--- config.mk ---
export PLATFORM = sky130hd
export DESIGN_NAME = frame_bit_serializer
export DESIGN_NICKNAME = d
export VERILOG_FILES = /design/src/rtl/frame_bit_serializer_pkg.sv /design/src/rtl/frame_bit_serializer.sv
export SDC_FILE = /design/constraint.sdc
export NUM_CORES = 1
export LEC_CHECK = 0
export ABC_CLOCK_PERIOD_IN_PS = 4300
export BUFFER_PORTS_ARGS = -buffer_cell sky130_fd_sc_hd__buf_2
export CORE_UTILIZATION = 58
export CTS_BUF_LIST = sky130_fd_sc_hd__clkbuf_16
export CTS_CLUSTER_DIAMETER = 80
export DETAILED_ROUTE_END_ITERATION = 12
export GPL_TIMING_DRIVEN = 0
export PLACE_DENSITY = 0.84
export REMOVE_ABC_BUFFERS = 1
export SLEW_MARGIN = 10
export SYNTH_ARGS = -nofsm -noshare
export SYNTH_HDL_FRONTEND = slang
export SYNTH_SLANG_ARGS = --single-unit
--- constraint.sdc ---
create_clock -name clk_in -period 4.3 [get_ports clk_in]
set_input_delay 0.86 -clock clk_in [delete_from_list [all_inputs] [get_ports clk_in]]
set_output_delay 0.86 -clock clk_in [all_outputs]
set_load 0.02 [all_outputs]
--- src/rtl/frame_bit_serializer_pkg.sv ---
// Shared definitions for the frame bit serializer.
// Holds the FSM state encoding, the byte and CRC widths, the CRC-32/MPEG-2
// initial register value used by the attached CRC engine, and the width of
// the shared bit/CRC counter.
package frame_bit_serializer_pkg;

  localparam int          BYTE_W   = 8;
  localparam int          CRC_W    = 32;
  localparam int          CNT_W    = 5;
  localparam logic [31:0] CRC_INIT = 32'hFFFF_FFFF;

  typedef enum logic [2:0] {
    ST_IDLE  = 3'd0,
    ST_INIT  = 3'd1,
    ST_DATA  = 3'd2,
    ST_STALL = 3'd3,
    ST_FLUSH = 3'd4,
    ST_CRC   = 3'd5
  } state_e;

endpackage

--- src/rtl/frame_bit_serializer.sv ---
// Frame bit serializer.
// Accepts payload bytes over a valid/ready handshake and shifts them out MSB
// first, both to an external bit-serial CRC engine and to the serial line.
// After the final byte, it captures the CRC engine register and appends its
// 32 bits (MSB first) to the serial line, flagging the last one.
// Ports:
//   clk_in, rst_in         clock, asynchronous active-high reset
//   byte_in/_valid/_last   payload byte stream, byte_ready_out handshake
//   crc_rst_out            one-cycle clear of the downstream CRC engine
//   bit_out, bit_valid_out payload bit stream into the CRC engine
//   crc_in                 CRC engine register value
//   tx_bit_out/_valid/_last serial line: payload then CRC
//   busy_out               high whenever a frame is in progress
// Every output is decoded from registered state only.
module frame_bit_serializer
  import frame_bit_serializer_pkg::*;
(
  input  logic              clk_in,
  input  logic              rst_in,
  input  logic [BYTE_W-1:0] byte_in,
  input  logic              byte_valid_in,
  input  logic              byte_last_in,
  output logic              byte_ready_out,
  output logic              crc_rst_out,
  output logic              bit_out,
  output logic              bit_valid_out,
  input  logic [CRC_W-1:0]  crc_in,
  output logic              tx_bit_out,
  output logic              tx_valid_out,
  output logic              tx_last_out,
  output logic              busy_out
);

  state_e             state_r, state_nxt_s;
  logic [CNT_W-1:0]   count_r, count_nxt_s;
  logic [BYTE_W-1:0]  shreg_r, shreg_nxt_s;
  logic [CRC_W-1:0]   crcsh_r, crcsh_nxt_s;
  logic               last_flag_r, last_flag_nxt_s;
  // live_r keeps byte_ready_out low while reset is held even though the
  // state register already reads IDLE; it rises on the first clock after
  // reset is released.
  logic               live_r;
  logic               ready_s;
  logic               accept_s;

  // State and datapath registers.
  always_ff @(posedge clk_in or posedge rst_in) begin
    if (rst_in) begin
      state_r     <= ST_IDLE;
      count_r     <= '0;
      shreg_r     <= '0;
      crcsh_r     <= '0;
      last_flag_r <= 1'b0;
      live_r      <= 1'b0;
    end else begin
      state_r     <= state_nxt_s;
      count_r     <= count_nxt_s;
      shreg_r     <= shreg_nxt_s;
      crcsh_r     <= crcsh_nxt_s;
      last_flag_r <= last_flag_nxt_s;
      live_r      <= 1'b1;
    end
  end

  // Next-state logic and output decode.
  always_comb begin
    state_nxt_s     = state_r;
    count_nxt_s     = count_r;
    shreg_nxt_s     = shreg_r;
    crcsh_nxt_s     = crcsh_r;
    last_flag_nxt_s = last_flag_r;
    ready_s         = 1'b0;
    crc_rst_out     = 1'b0;
    bit_out         = 1'b0;
    bit_valid_out   = 1'b0;
    tx_bit_out      = 1'b0;
    tx_valid_out    = 1'b0;
    tx_last_out     = 1'b0;
    busy_out        = (state_r != ST_IDLE);

    // Ready depends on state only; a new byte can join mid-frame only on
    // the last bit of the current byte so the stream has no bubble.
    case (state_r)
      ST_IDLE:  ready_s = live_r;
      ST_DATA: begin
        if ((count_r == 5'd7) && !last_flag_r) begin
          ready_s = 1'b1;
        end else begin
          ready_s = 1'b0;
        end
      end
      ST_STALL: ready_s = 1'b1;
      default:  ready_s = 1'b0;
    endcase
    accept_s       = byte_valid_in & ready_s;
    byte_ready_out = ready_s;

    case (state_r)
      ST_IDLE: begin
        if (accept_s) begin
          shreg_nxt_s     = byte_in;
          last_flag_nxt_s = byte_last_in;
          count_nxt_s     = 5'd0;
          state_nxt_s     = ST_INIT;
        end else begin
          state_nxt_s = ST_IDLE;
        end
      end
      ST_INIT: begin
        crc_rst_out = 1'b1;
        count_nxt_s = 5'd0;
        state_nxt_s = ST_DATA;
      end
      ST_DATA: begin
        bit_out       = shreg_r[BYTE_W-1];
        bit_valid_out = 1'b1;
        tx_bit_out    = shreg_r[BYTE_W-1];
        tx_valid_out  = 1'b1;
        shreg_nxt_s   = {shreg_r[BYTE_W-2:0], 1'b0};
        count_nxt_s   = count_r + 5'd1;
        if (count_r == 5'd7) begin
          count_nxt_s = 5'd0;
          if (accept_s) begin
            shreg_nxt_s     = byte_in;
            last_flag_nxt_s = byte_last_in;
            state_nxt_s     = ST_DATA;
          end else if (last_flag_r) begin
            state_nxt_s = ST_FLUSH;
          end else begin
            state_nxt_s = ST_STALL;
          end
        end else begin
          state_nxt_s = ST_DATA;
        end
      end
      ST_STALL: begin
        if (accept_s) begin
          shreg_nxt_s     = byte_in;
          last_flag_nxt_s = byte_last_in;
          count_nxt_s     = 5'd0;
          state_nxt_s     = ST_DATA;
        end else begin
          state_nxt_s = ST_STALL;
        end
      end
      ST_FLUSH: begin
        // The CRC engine has absorbed the final payload bit by now.
        crcsh_nxt_s = crc_in;
        count_nxt_s = 5'd0;
        state_nxt_s = ST_CRC;
      end
      ST_CRC: begin
        tx_bit_out   = crcsh_r[CRC_W-1];
        tx_valid_out = 1'b1;
        crcsh_nxt_s  = {crcsh_r[CRC_W-2:0], 1'b0};
        count_nxt_s  = count_r + 5'd1;
        if (count_r == 5'd31) begin
          tx_last_out = 1'b1;
          count_nxt_s = 5'd0;
          state_nxt_s = ST_IDLE;
        end else begin
          state_nxt_s = ST_CRC;
        end
      end
      default: begin
        count_nxt_s = 5'd0;
        state_nxt_s = ST_IDLE;
      end
    endcase
  end

endmodule

==> impl_summary.log <==
INFO  metric maxCapViolCount = 0
INFO  metric post-cts-setup-buffers = 0
INFO  metric num_vias = 1892
INFO  metric clock_transition_at_the_registers_of_the_reported_paths = 0.06 ns
INFO  metric grt.overflow.total = 0
INFO  metric slew-limit-headroom = 0.645
INFO  metric grt_pass1_wl = 7650 um
INFO  metric fmax = 368 MHz
INFO  metric ir_drop = 0.000320 V
INFO  metric drt-wirelength-per-cell = 13.7 um
INFO  metric synth-seq-area-share = 0.496
INFO  metric fin_crit_sh = 0.631
INFO  metric cts_buffer_depth = 2
INFO  metric total_power = 0.00169 W
INFO  metric post_cts_resize_count = 0
INFO  metric layout-drive-gt1-share = 0.235
INFO  metric number_of_antenna_violations_at_the_first_check_in_global_routing = 0
INFO  metric critPathTopFamily = flip-flops
INFO  metric yosysTopAreaCell = dfrtp_1
INFO  metric cp_slowest_stage_delay = 0.65 ns
INFO  metric async_flop_share = 1.00
INFO  metric final_net_count = 344
INFO  metric tritoncts = built
INFO  metric initial_core_util = 0.618
INFO  metric antenna_cells = 0
INFO  metric initialDrtViolationCount = 130
INFO  metric root_buffer = clkbuf_16
INFO  metric hold_path.class = reg -> reg
INFO  metric fp.dieW = 68.0 um
INFO  metric worst_skew_pair.late_latency = 0.29 ns
INFO  metric synth_cells = 254
INFO  metric dp_cells = 341
INFO  metric cts-buffers-inserted = 5
INFO  metric drt.antenna.violating_nets = 0
INFO  metric ys_top_cells_by_count = 50 x dfrtp_1, 42 x nand2_1, 38 x mux2i_1
INFO  metric setup-violations-final = 0
INFO  metric die_height = 68.0 um
INFO  metric total_routed_length = 4760 um
INFO  metric crit_path_end_kind = primary output
INFO  metric period_needed = 2.72 ns
INFO  metric yosys.cell_count.top_type = dfrtp_1
INFO  metric count_of_clock_tree_sinks = 50
INFO  metric critical_path_class = reg -> out
INFO  metric synth_top_area_frac = 0.496
INFO  metric slew_viol_final = 0
INFO  metric fin_hold_ws = 0.482 ns
INFO  metric critical_path.cell_chain = nor2_1 > nand2_1 > inv_2 > and2_1 > a31o_2 > buf_2
INFO  metric finalWeightedCongestion = 0.776
INFO  metric outcome = finished clean
INFO  metric pwr_density_cell = 572 nW/um2
INFO  metric skew = 0.00617 ns
INFO  metric worst_ep_arrival_time = 1.86 ns
INFO  metric instances_no_fill = 348
INFO  metric syn_avg_cell_area = 9.94 um2
INFO  metric cts_max_level = 2
INFO  metric drc_errors = 0
INFO  metric port-buffer-count = 51
INFO  metric synth-seq-cells = 50
INFO  metric num_rows = 23
INFO  metric routed_via_count_divided_by_cell_count = 5.44
INFO  metric grt_pass1_vias = 1738
INFO  metric timing.final.hold_violations = 0
INFO  metric grt_usage = 0.226
INFO  metric power_leakage = 1.44 nW
INFO  metric holdBufCountCts = 0
INFO  metric top_ports = 52
INFO  metric synth_edf_count = 0
INFO  metric die_footprint = 4620 um2
INFO  metric finalWorstSetupSlack = 1.58 ns
INFO  metric detailedPlacementHpwl = 3270 um
INFO  metric critical_path.slowest_cell = dfrtp_1
INFO  metric grt_setup_unrepaired = no
INFO  metric start_kind = flop
INFO  metric finalSetupTns = 0 ns
INFO  metric largest_net_degree_at_the_start_of_global_routing = 54
INFO  metric ys.warnings.count = 0
INFO  metric detailedPlace.worstSlack = 1.91 ns
INFO  metric path_buf_inv = 2
INFO  metric drt_first_pass_iters = 4
INFO  metric synth_top_flop_cell = dfrtp_1
INFO  metric synth.top_cells.by_area = dfrtp_1 50%, mux2i_1 15%, o21ai_0 6.7%
INFO  metric worst_slew_pin_slew = 0.532 ns
INFO  metric ys_types = 39
INFO  metric synth_area = 2520 um2
INFO  metric areaGrowthSynthToFinish = 17.2%
INFO  metric critical_path_peak_fanout = 15
INFO  metric floorplan.core_area = 4090 um2
INFO  metric timing.critical_path.required = 3.44 ns
[power by group]
| part | leakage [nW] | internal [W] | switching (W) |
|---|---|---|---|
| Combinational | 0.866 | 0.000278 | 0.000308 |
| Sequential | 0.513 | 0.000612 | 0.000119 |
| Clock | 0.0619 | 0.000212 | 0.000164 |
| Total | 1.44 | 0.00110 | 0.000591 |
[worst reg2reg max path: cells and delay by family (launching register included)]
| kind | cells | cell delay (ns) |
|---|---|---|
| multiplexers | 1 | 0.26 |
| AO/OA/AOI/OAI | 2 | 0.51 |
| AND/OR/NAND/NOR | 1 | 0.25 |
| flip-flops | 1 | 0.40 |
| adder cells (fa/ha/maj) | 1 | 0.26 |
[logic make-up after synthesis]
| group | count (synthesis) | share of synthesized area |
|---|---|---|
| and+or+nand+nor | 80 | 0.154 |
| AOI/OAI and AO/OA | 59 | 0.138 |
| DFF | 50 | 0.496 |
| muxes | 39 | 0.157 |
| buffers and inverters | 22 | 0.0416 |
| adders and majority gates | 2 | 0.00991 |
| other | 1 | 0.00149 |
| xor gates and xnor gates | 1 | 0.00347 |
[metal layers]
metal / vias to the layer above / GRT usage / wire, um
met4: 0 / 0.0703 / 42
li1: 962 / - / -
met1: 875 / 0.275 / 2050
met5: - / 0 / 0
met2: 50 / 0.375 / 2400
met3: 5 / 0.0783 / 266
[sequential cells by signal, summed over array words and instances, names as in the netlist]
register	count
crcsh_r	32
shreg_r	8
count_r	5
state_r	3
last_flag_r	1
live_r	1
[worst paths after layout]
| kind | startpoint | to | slack, ns | depth (start not counted) |
|---|---|---|---|---|
| setup / recovery | state_r[2] | tx_bit_out | 1.58 | 6 |
| hold / removal | crcsh_r[7] | crcsh_r[7] | 0.48 | 2 |
| setup reg to reg | count_r[0] | shreg_r[4] | 2.47 | 5 |
| hold reg to reg | crcsh_r[7] | crcsh_r[7] | 0.48 | 2 |
| max in group asynchronous | rst_in | count_r[1] | 3.17 | 3 |
| min in group asynchronous | rst_in | shreg_r[3] | 0.61 | 2 |
[cell type report]
class,instances,area [um2]
Fill cell,294,1130
Tap cell,50,62.6
Clock inverter,2,15.0
Timing Repair Buffer,54,315
Clock buffer,5,125
Sequential cell,50,1250
Inverter,5,18.8
Multi-Input combinational cell,182,1170
[per-stage QoR]
stage / util / area (um2)
finish: 0.724 / 2960
global route: 0.724 / 2960
CTS: 0.724 / 2960
detailed placement: 0.690 / 2820
global placement: 0.675 / 2760
floorplan: - / 2440
[cells in the final DEF, fill, tap and decap left out, drive strengths merged, types with 2 or more instances in the layout]
cell type,instances
buf,54
dfrtp,50
nand2,43
mux2i,38
o21ai,37
nor2,12
a21oi,12
nor2b,5
clkbuf,5
inv,5
nand3,4
nand2b,4
and2,3
nand4bb,2
nand3b,2
ha,2
clkinvlp,2
Power figures use the tool's default switching activity.
